**src/rtl/v_alu_seq.sv**
```systemverilog
// rtl/v_alu_seq.sv - Chunked vector ALU sequencer that steps a wide vector through a narrow VALU
//
// Purpose: accepts one vector operation, presents it to the VALU one VALU_OP_W_MAX-bit
// chunk at a time and assembles the per-chunk results into vd. Each chunk takes two
// cycles (ISSUE, CAPTURE) so that the VALU's registered result is ready at capture.
//
// Optional feature macro: VALU_SEQ_MASK_EN (adds vm and vd_old, per-element masking).
//
// Ports:
//   clk, nrst                   clock, asynchronous active-low reset
//   start_valid / start_ready   request handshake (ready only in IDLE)
//   op_instr, vsew              opcode and element width, latched at acceptance
//   vs1, vs2                    source vectors, latched at acceptance
//   vm, vd_old                  (mask build only) element mask and old destination
//   alu_op_A, alu_op_B          current vs1 / vs2 chunk presented to the VALU
//   alu_op_instr, alu_vsew      latched opcode and element width to the VALU
//   alu_result                  VALU result for the current chunk
//   done_valid / done_ready     result handshake; vd held stable while done_valid
//   vd                          assembled result vector
//   busy                        sequencer is not idle

module v_alu_seq #(
  parameter int VECTOR_LENGTH = 128,
  parameter int VALU_OP_W_MAX = 32
) (
  input  logic                       clk,
  input  logic                       nrst,
  input  logic                       start_valid,
  output logic                       start_ready,
  input  logic [3:0]                 op_instr,
  input  logic [1:0]                 vsew,
  input  logic [VECTOR_LENGTH-1:0]   vs1,
  input  logic [VECTOR_LENGTH-1:0]   vs2,
`ifdef VALU_SEQ_MASK_EN
  input  logic [VECTOR_LENGTH/8-1:0] vm,
  input  logic [VECTOR_LENGTH-1:0]   vd_old,
`endif
  output logic [VALU_OP_W_MAX-1:0]   alu_op_A,
  output logic [VALU_OP_W_MAX-1:0]   alu_op_B,
  output logic [3:0]                 alu_op_instr,
  output logic [1:0]                 alu_vsew,
  input  logic [VALU_OP_W_MAX-1:0]   alu_result,
  output logic                       done_valid,
  input  logic                       done_ready,
  output logic [VECTOR_LENGTH-1:0]   vd,
  output logic                       busy
);

  localparam int NCHUNK = VECTOR_LENGTH / VALU_OP_W_MAX;
  localparam int KW     = (NCHUNK > 1) ? $clog2(NCHUNK) : 1;
  localparam logic [KW-1:0] K_LAST = KW'(NCHUNK - 1);

  typedef enum logic [1:0] {IDLE, ISSUE, CAPTURE, DONE} state_t;

  state_t                     state;
  logic [KW-1:0]              k;
  logic [KW-1:0]              k_next;
  logic [VECTOR_LENGTH-1:0]   vs1_q;
  logic [VECTOR_LENGTH-1:0]   vs2_q;
  logic [VALU_OP_W_MAX-1:0]   cap_data;

  assign start_ready = (state == IDLE);
  assign k_next      = k + KW'(1);

`ifdef VALU_SEQ_MASK_EN
  localparam int CB = VALU_OP_W_MAX / 8;  // bytes per chunk

  logic [VECTOR_LENGTH/8-1:0] vm_q;
  logic [VECTOR_LENGTH-1:0]   vd_old_q;
  logic [CB-1:0]              en8;
  logic [CB/2-1:0]            en16;
  logic [CB/4-1:0]            en32;
  logic [CB-1:0]              be;
  logic [VALU_OP_W_MAX-1:0]   old_chunk;

  // Mask bits belonging to chunk k, one bit per element of the latched width.
  assign en8       = CB'(vm_q >> (k * CB));
  assign en16      = (CB/2)'(vm_q >> (k * (CB/2)));
  assign en32      = (CB/4)'(vm_q >> (k * (CB/4)));
  assign old_chunk = vd_old_q[k*VALU_OP_W_MAX +: VALU_OP_W_MAX];

  // Expand element enables to byte enables, then merge result with the old value.
  for (genvar b = 0; b < CB; b++) begin : g_byte
    assign be[b] = (alu_vsew == 2'd0) ? en8[b] :
                   (alu_vsew == 2'd1) ? en16[b/2] : en32[b/4];
    assign cap_data[b*8 +: 8] = be[b] ? alu_result[b*8 +: 8] : old_chunk[b*8 +: 8];
  end
`else
  assign cap_data = alu_result;
`endif

  always_ff @(posedge clk or negedge nrst) begin
    if (!nrst) begin
      state        <= IDLE;
      k            <= '0;
      vs1_q        <= '0;
      vs2_q        <= '0;
      vd           <= '0;
      done_valid   <= 1'b0;
      busy         <= 1'b0;
      alu_op_A     <= '0;
      alu_op_B     <= '0;
      alu_op_instr <= '0;
      alu_vsew     <= '0;
`ifdef VALU_SEQ_MASK_EN
      vm_q         <= '0;
      vd_old_q     <= '0;
`endif
    end else begin
      case (state)
        IDLE: begin
          if (start_valid) begin
            vs1_q        <= vs1;
            vs2_q        <= vs2;
            alu_op_instr <= op_instr;
            alu_vsew     <= vsew;
`ifdef VALU_SEQ_MASK_EN
            vm_q         <= vm;
            vd_old_q     <= vd_old;
`endif
            vd           <= '0;
            k            <= '0;
            // Operands come straight from the inputs so chunk 0 is valid in ISSUE.
            alu_op_A     <= vs1[VALU_OP_W_MAX-1:0];
            alu_op_B     <= vs2[VALU_OP_W_MAX-1:0];
            busy         <= 1'b1;
            state        <= ISSUE;
          end
        end
        ISSUE: begin
          state <= CAPTURE;
        end
        CAPTURE: begin
          vd[k*VALU_OP_W_MAX +: VALU_OP_W_MAX] <= cap_data;
          if (k == K_LAST) begin
            alu_op_A   <= '0;
            alu_op_B   <= '0;
            done_valid <= 1'b1;
            state      <= DONE;
          end else begin
            k        <= k_next;
            alu_op_A <= vs1_q[k_next*VALU_OP_W_MAX +: VALU_OP_W_MAX];
            alu_op_B <= vs2_q[k_next*VALU_OP_W_MAX +: VALU_OP_W_MAX];
            state    <= ISSUE;
          end
        end
        DONE: begin
          if (done_ready) begin
            done_valid <= 1'b0;
            busy       <= 1'b0;
            state      <= IDLE;
          end
        end
        default: state <= IDLE;
      endcase
    end
  end

endmodule
```
**config.mk**
```make
export PLATFORM = sky130hd
export DESIGN_NAME = v_alu_seq
export DESIGN_NICKNAME = d
export VERILOG_FILES = /design/src/rtl/v_alu_seq.sv
export SDC_FILE = /design/constraint.sdc
export NUM_CORES = 1
export LEC_CHECK = 0
export ABC_CLOCK_PERIOD_IN_PS = 4000
export BUFFER_PORTS_ARGS = -buffer_cell sky130_fd_sc_hd__buf_2
export CORE_AREA = 2 2 196 198
export DETAILED_ROUTE_END_ITERATION = 7
export DIE_AREA = 0 0 198 200
export PLACE_DENSITY = 0.77
export SYNTH_ARGS = -nofsm -noshare
export SYNTH_HDL_FRONTEND = slang
export SYNTH_SLANG_ARGS = --single-unit
```
**constraint.sdc**
```tcl
create_clock -name clk -period 4 [get_ports clk]
set_clock_uncertainty 0.15 [all_clocks]
set_input_delay 0.6 -clock clk [delete_from_list [all_inputs] [get_ports clk]]
set_output_delay 0.6 -clock clk [all_outputs]
set_load 0.005 [all_outputs]
```
Word-level counts from Yosys, hierarchy flattened
Index checks and enable logic that the tools add are counted.
{"block": "op_classes", "addsub": 2, "n_eq_ne": 8, "shifts": 4, "mux": 21, "reduce_logical": 10}
{"cell": "$pmux W128 S2", "count": 1}
{"cell": "$shiftx A128 B8 Y32", "count": 2}
{"cell": "$bwmux W128", "count": 1}
{"cell": "$mux W128", "count": 1}
{"cell": "$mux W32", "count": 4}
{"cell": "$pmux W32 S2", "count": 2}
{"cell": "$shift A32 B34 Y128 const A", "count": 1}
{"cell": "$shiftx A32 B34 Y128", "count": 1}
{"cell": "$neg A7 Y34", "count": 1}
{"cell": "$mux W2", "count": 5}
{"cell": "$reduce_and A3 Y1", "count": 3}
{"cell": "$ne A2 B2 Y1 const B", "count": 4}
{"cell": "$pmux W2 S4", "count": 1}
{"cell": "$eq A2 B2 Y1 const B", "count": 3}
{"cell": "$reduce_and A2 Y1", "count": 3}
{"cell": "$reduce_bool A2 Y1", "count": 3}
{"cell": "$pmux W1 S2", "count": 2}
{"cell": "$pmux W2 S2", "count": 1}
{"cell": "$mux W1", "count": 3}
{"cell": "$add A2 B1 Y2 const B", "count": 1}
{"cell": "$eq A2 B1 Y1 const B", "count": 1}
{"cell": "$logic_not A2 Y1", "count": 1}
{"block": "totals", "reg_bits": 460, "input_bits": 298, "out_inout_bits": 201, "elab_cells": 56}

Longest topological paths before layout
{"block": "logic_depth", "ltp_word": 4, "ltp_mapped": 8}

Least setup slack after synthesis
No wires, ideal clock.
{"block": "synth_path", "kind": "register to register", "startpoint": "register k[0]", "endpoint": "register alu_op_A[0]", "t_arrival_ns": 1.904, "setup_slack_ns": 1.821, "path_stages_with_launch": 9, "n_path_buf": 3, "cell_sequence": "dfrtp_1 buf_6 inv_1 ha_1 buf_2 buf_2 mux4_2 nand2_1 nand3_1"}
{"block": "synth_between", "elab_chain_cells": 4, "elab_cells_between_ends": 5}
{"element": "start: declaration", "line_no": "56", "source": "logic [KW-1:0] k;"}
{"element": "start signal: assignment", "line_no": "141", "source": "k <= k_next;"}
{"element": "$add A2 B1 Y2", "line_no": "63", "source": "assign k_next = k + KW'(1);"}
{"element": "$shiftx A128 B8 Y32", "line_no": "142", "source": "alu_op_A <= vs1_q[k_next*VALU_OP_W_MAX +: VALU_OP_W_MAX];"}
{"element": "$mux W32 (*)", "line_no": "135", "source": "if (k == K_LAST) begin"}
{"element": "$pmux W32 S2 (*)", "line_no": "110", "source": "case (state)"}
{"element": "end signal: assignment", "line_no": "124", "source": "alu_op_A <= vs1[VALU_OP_W_MAX-1:0];"}
{"element": "end signal: assignment", "line_no": "142"}
{"element": "end: declaration", "line_no": "38", "source": "output logic [VALU_OP_W_MAX-1:0] alu_op_A,"}
Every way passes the cells marked *; elsewhere a longest branch is shown, timed or not.
A chain may end at the register's enable or synchronous reset.

Worst setup path after layout
{"block": "layout_path", "startpoint": "register k[0]", "endpoint": "register vd[80]"}
{"block": "layout_between", "elab_chain_cells": 4, "elab_cells_between_ends": 5}
{"element": "$neg A7 Y34 (*)", "line_no": "134", "source": "vd[k*VALU_OP_W_MAX +: VALU_OP_W_MAX] <= cap_data;"}
{"element": "$shiftx A32 B34 Y128 / $shift A32 B34 Y128 (equally long branches)", "line_no": "134"}
{"element": "$bwmux W128 (*)", "line_no": "134"}
{"element": "$pmux W128 S2 (*)", "line_no": "110"}
{"element": "end signal: indexed assignment", "line_no": "134"}
{"element": "end: declaration", "line_no": "45", "source": "output logic [VECTOR_LENGTH-1:0] vd,"}
Marked as above.

==> impl_metrics.env <==
export IMPL_yosysMostFrequentCell="nand2_1"
export IMPL_cp_data_required_time_ns=4.35
export IMPL_period_needed_ns=3.02
export IMPL_firstDrtPassIters=5
export IMPL_track_usage=0.276
export IMPL_yosysUniqueCellTypes=29
export IMPL_wire_per_inst_um=19.3
export IMPL_via_per_inst=5.41
export IMPL_worstMarginPinSlew_ns=1.03
export IMPL_ys_seq_area_frac=0.612
export IMPL_grt_max_degree=104
export IMPL_p_leak_nw=12.9
export IMPL_layout_drive_gt1_share=0.294
export IMPL_vdd_drop_max_v=0.000497
export IMPL_nets=2562
export IMPL_critPathArrivalTime_ns=3.37
export IMPL_synth_area_leaders="dfrtp_1 61%, nand2_1 18%, mux4_2 6.7%, a22o_1 6.0%, buf_2 2.0%"
export IMPL_grt_util_met2=0.448
export IMPL_cap_violations=0
export IMPL_synth_commonest_cells="924 x nand2_1, 460 x dfrtp_1, 129 x a22o_1"
export IMPL_clock_latency_ns=0.58
export IMPL_status="complete, no violations"
export IMPL_final_max_slew_viol_count=0
export IMPL_fillers=2949
export IMPL_cts_buffers=47
export IMPL_drtAntennaViolNets=0
export IMPL_synth_top_area_cell="dfrtp_1"
export IMPL_yosysWarnings=0
export IMPL_cts_max_level=2
export IMPL_cts_sinks=460
export IMPL_use_met3=0.0833
export IMPL_cts_tree="yes"
export IMPL_die_w_um=198
export IMPL_post_place_ws_ns=0.968
export IMPL_reg2reg_setup_slack_ns=0.98
export IMPL_core_um2=37400
export IMPL_die_h_um=200
export IMPL_path_class="flip-flop to flip-flop"
export IMPL_fin_crit_sh=0.756
export IMPL_ys_ff_latch=460
export IMPL_io_pin_count=499
export IMPL_end_kind="flip-flop"
export IMPL_syn_to_final_growth_pct=24.5
export IMPL_finalHoldViolations=0
export IMPL_cts_root_buf="clkbuf_16"
export IMPL_dr_first_iter_drc_count=977
export IMPL_io_buffers=498
export IMPL_grt_overflow=0
export IMPL_worst_slack_ns=0.975
export IMPL_die_area_um2=39600
export IMPL_final_area_um2=23400
export IMPL_top_usage_layer="met2"
export IMPL_synth_edf_count=0
export IMPL_place_hpwl_um=37200
export IMPL_syn_area_per_cell_um2=10.5
export IMPL_path_max_fanout=40
export IMPL_ys_flop_type="dfrtp_1"
export IMPL_vias=15240
export IMPL_antenna_found_initial=25
export IMPL_num_rows=71
export IMPL_hold_class="input pin to flip-flop"
export IMPL_routed_wl_um=54400
export IMPL_place_area_um2=21800
export IMPL_synth_area_um2=18800
export IMPL_use_met1=0.340
export IMPL_grt_pass1_wl_um=85000
export IMPL_rsz0062_at_grt="false"
export IMPL_netlist_area_leader_share=0.612
export IMPL_netlist_instances=1789
export IMPL_clkSlewWorstSetupHoldPaths_ns=0.06
export IMPL_cts_root_to_sink_buffers=3
export IMPL_setup_viol=0
export IMPL_syn_nets=2093
export IMPL_remaining_drc_errors=0
export IMPL_grt_pass1_vias=15682
export IMPL_powerDensity_nw_per_um2=785
export IMPL_fin_setup_tns_ns=0
export IMPL_async_flop_share=1.00
export IMPL_startpoint_type="flip-flop"
export IMPL_initial_utilization=0.503
export IMPL_gp_congestion=0.848
export IMPL_max_freq_mhz=331
export IMPL_max_slew_margin=0.316
metal layers:
layer / vias to the layer above / wire [um]
met5: - / 115
met4: 20 / 2260
met3: 147 / 4710
met2: 677 / 26300
met1: 7547 / 21100
li1: 6849 / -
layout make-up:
class / instances / area (um^2) / share of cell area
inverter: 4 / 15.0 / 0.000642
multi-input combinational: 1212 / 6730 / 0.288
clock buffer: 68 / 1400 / 0.0597
sequential: 460 / 11500 / 0.492
tap: 511 / 639 / 0.0273
clock inverter: 15 / 184 / 0.00786
timing repair buffer: 533 / 2880 / 0.123
antenna: 14 / 35.0 / 0.00150
placed cells by master, fill, tap and decap left out, drive strengths merged:
cell / count
nand3: 64
or3b: 1
dfrtp: 460
ha: 6
o21bai: 1
nor2: 2
nor3b: 2
o21ai: 3
inv: 5
a31oi: 1
nand2b: 3
diode: 14
clkinvlp: 2
a22o: 129
clkinv: 8
mux4: 64
nor4: 3
mux2: 1
clkbuf: 68
bufinv: 4
nand2: 924
nor4b: 1
a21o: 4
dlygate4sd3: 1
buf: 532
a21oi: 3
what timing repair did:
item / in CTS / in global routing
hold endpoints to repair: 84 / 0
setup buffers: 0 / 0
hold buffers: 1 / 0
resized for setup: 0 / 0
through the flow:
stage | hold slack (ns) | total power [mW] | utilization | instances
floorplan | 0.154 | 11.6 | - | 1789
global placement | 0.301 | 13.6 | 0.582 | 2719
detailed placement | 0.306 | 13.9 | 0.582 | 2719
CTS | 0.0300 | 18.5 | 0.625 | 2803
global route | 0.0381 | 19.5 | 0.625 | 2814
finish | 0.0529 | 18.4 | 0.626 | 2817
where the power goes:
group | total [mW] | switching, mW | leakage (nW) | internal, mW
clock network | 4.51 | 1.83 | 0.779 | 2.68
registers | 7.66 | 1.17 | 5.92 | 6.49
logic | 6.21 | 3.39 | 6.16 | 2.82
total | 18.4 | 6.39 | 12.9 | 12.0
worst max-delay path: stages (launching register included):
cell     delay (ns)
dfrtp_4        0.73
inv_1          0.28
ha_4           0.78
nand2_1        0.19
nor4_4         0.17
buf_4          0.41
a22o_1         0.20
state kept, by name, indices dropped and copies added (netlist names):
name,count
vs1_q,128
alu_op_A,32
vs2_q,128
k,2
busy,1
done_valid,1
vd,128
alu_vsew,2
state,2
alu_op_B,32
alu_op_instr,4
worst paths after layout:
kind	depth (start not counted)	from	endpoint
worst max-delay path	6	k[0]	vd[80]
worst min-delay path	3	vs2[86]	vs2_q[86]
worst max register to register	6	k[0]	vd[80]
worst min register to register	2	vs1_q[56]	vs1_q[56]
max in group asynchronous	4	nrst	vs1_q[62]
min in group asynchronous	2	nrst	vd[71]
cell families (layout without fill, tap and decap cells):
family	count (synthesis)	after routing	share of synthesized area
muxes	65	65	0.0789
and+or+nand+nor	1000	1000	0.209
other	0	14	0
AOI/OAI and AO/OA	141	141	0.0640
buffers and inverters	117	620	0.0315
adders and majority gates	6	6	0.00399
DFF	460	460	0.612
Power figures use the tool's default switching activity.
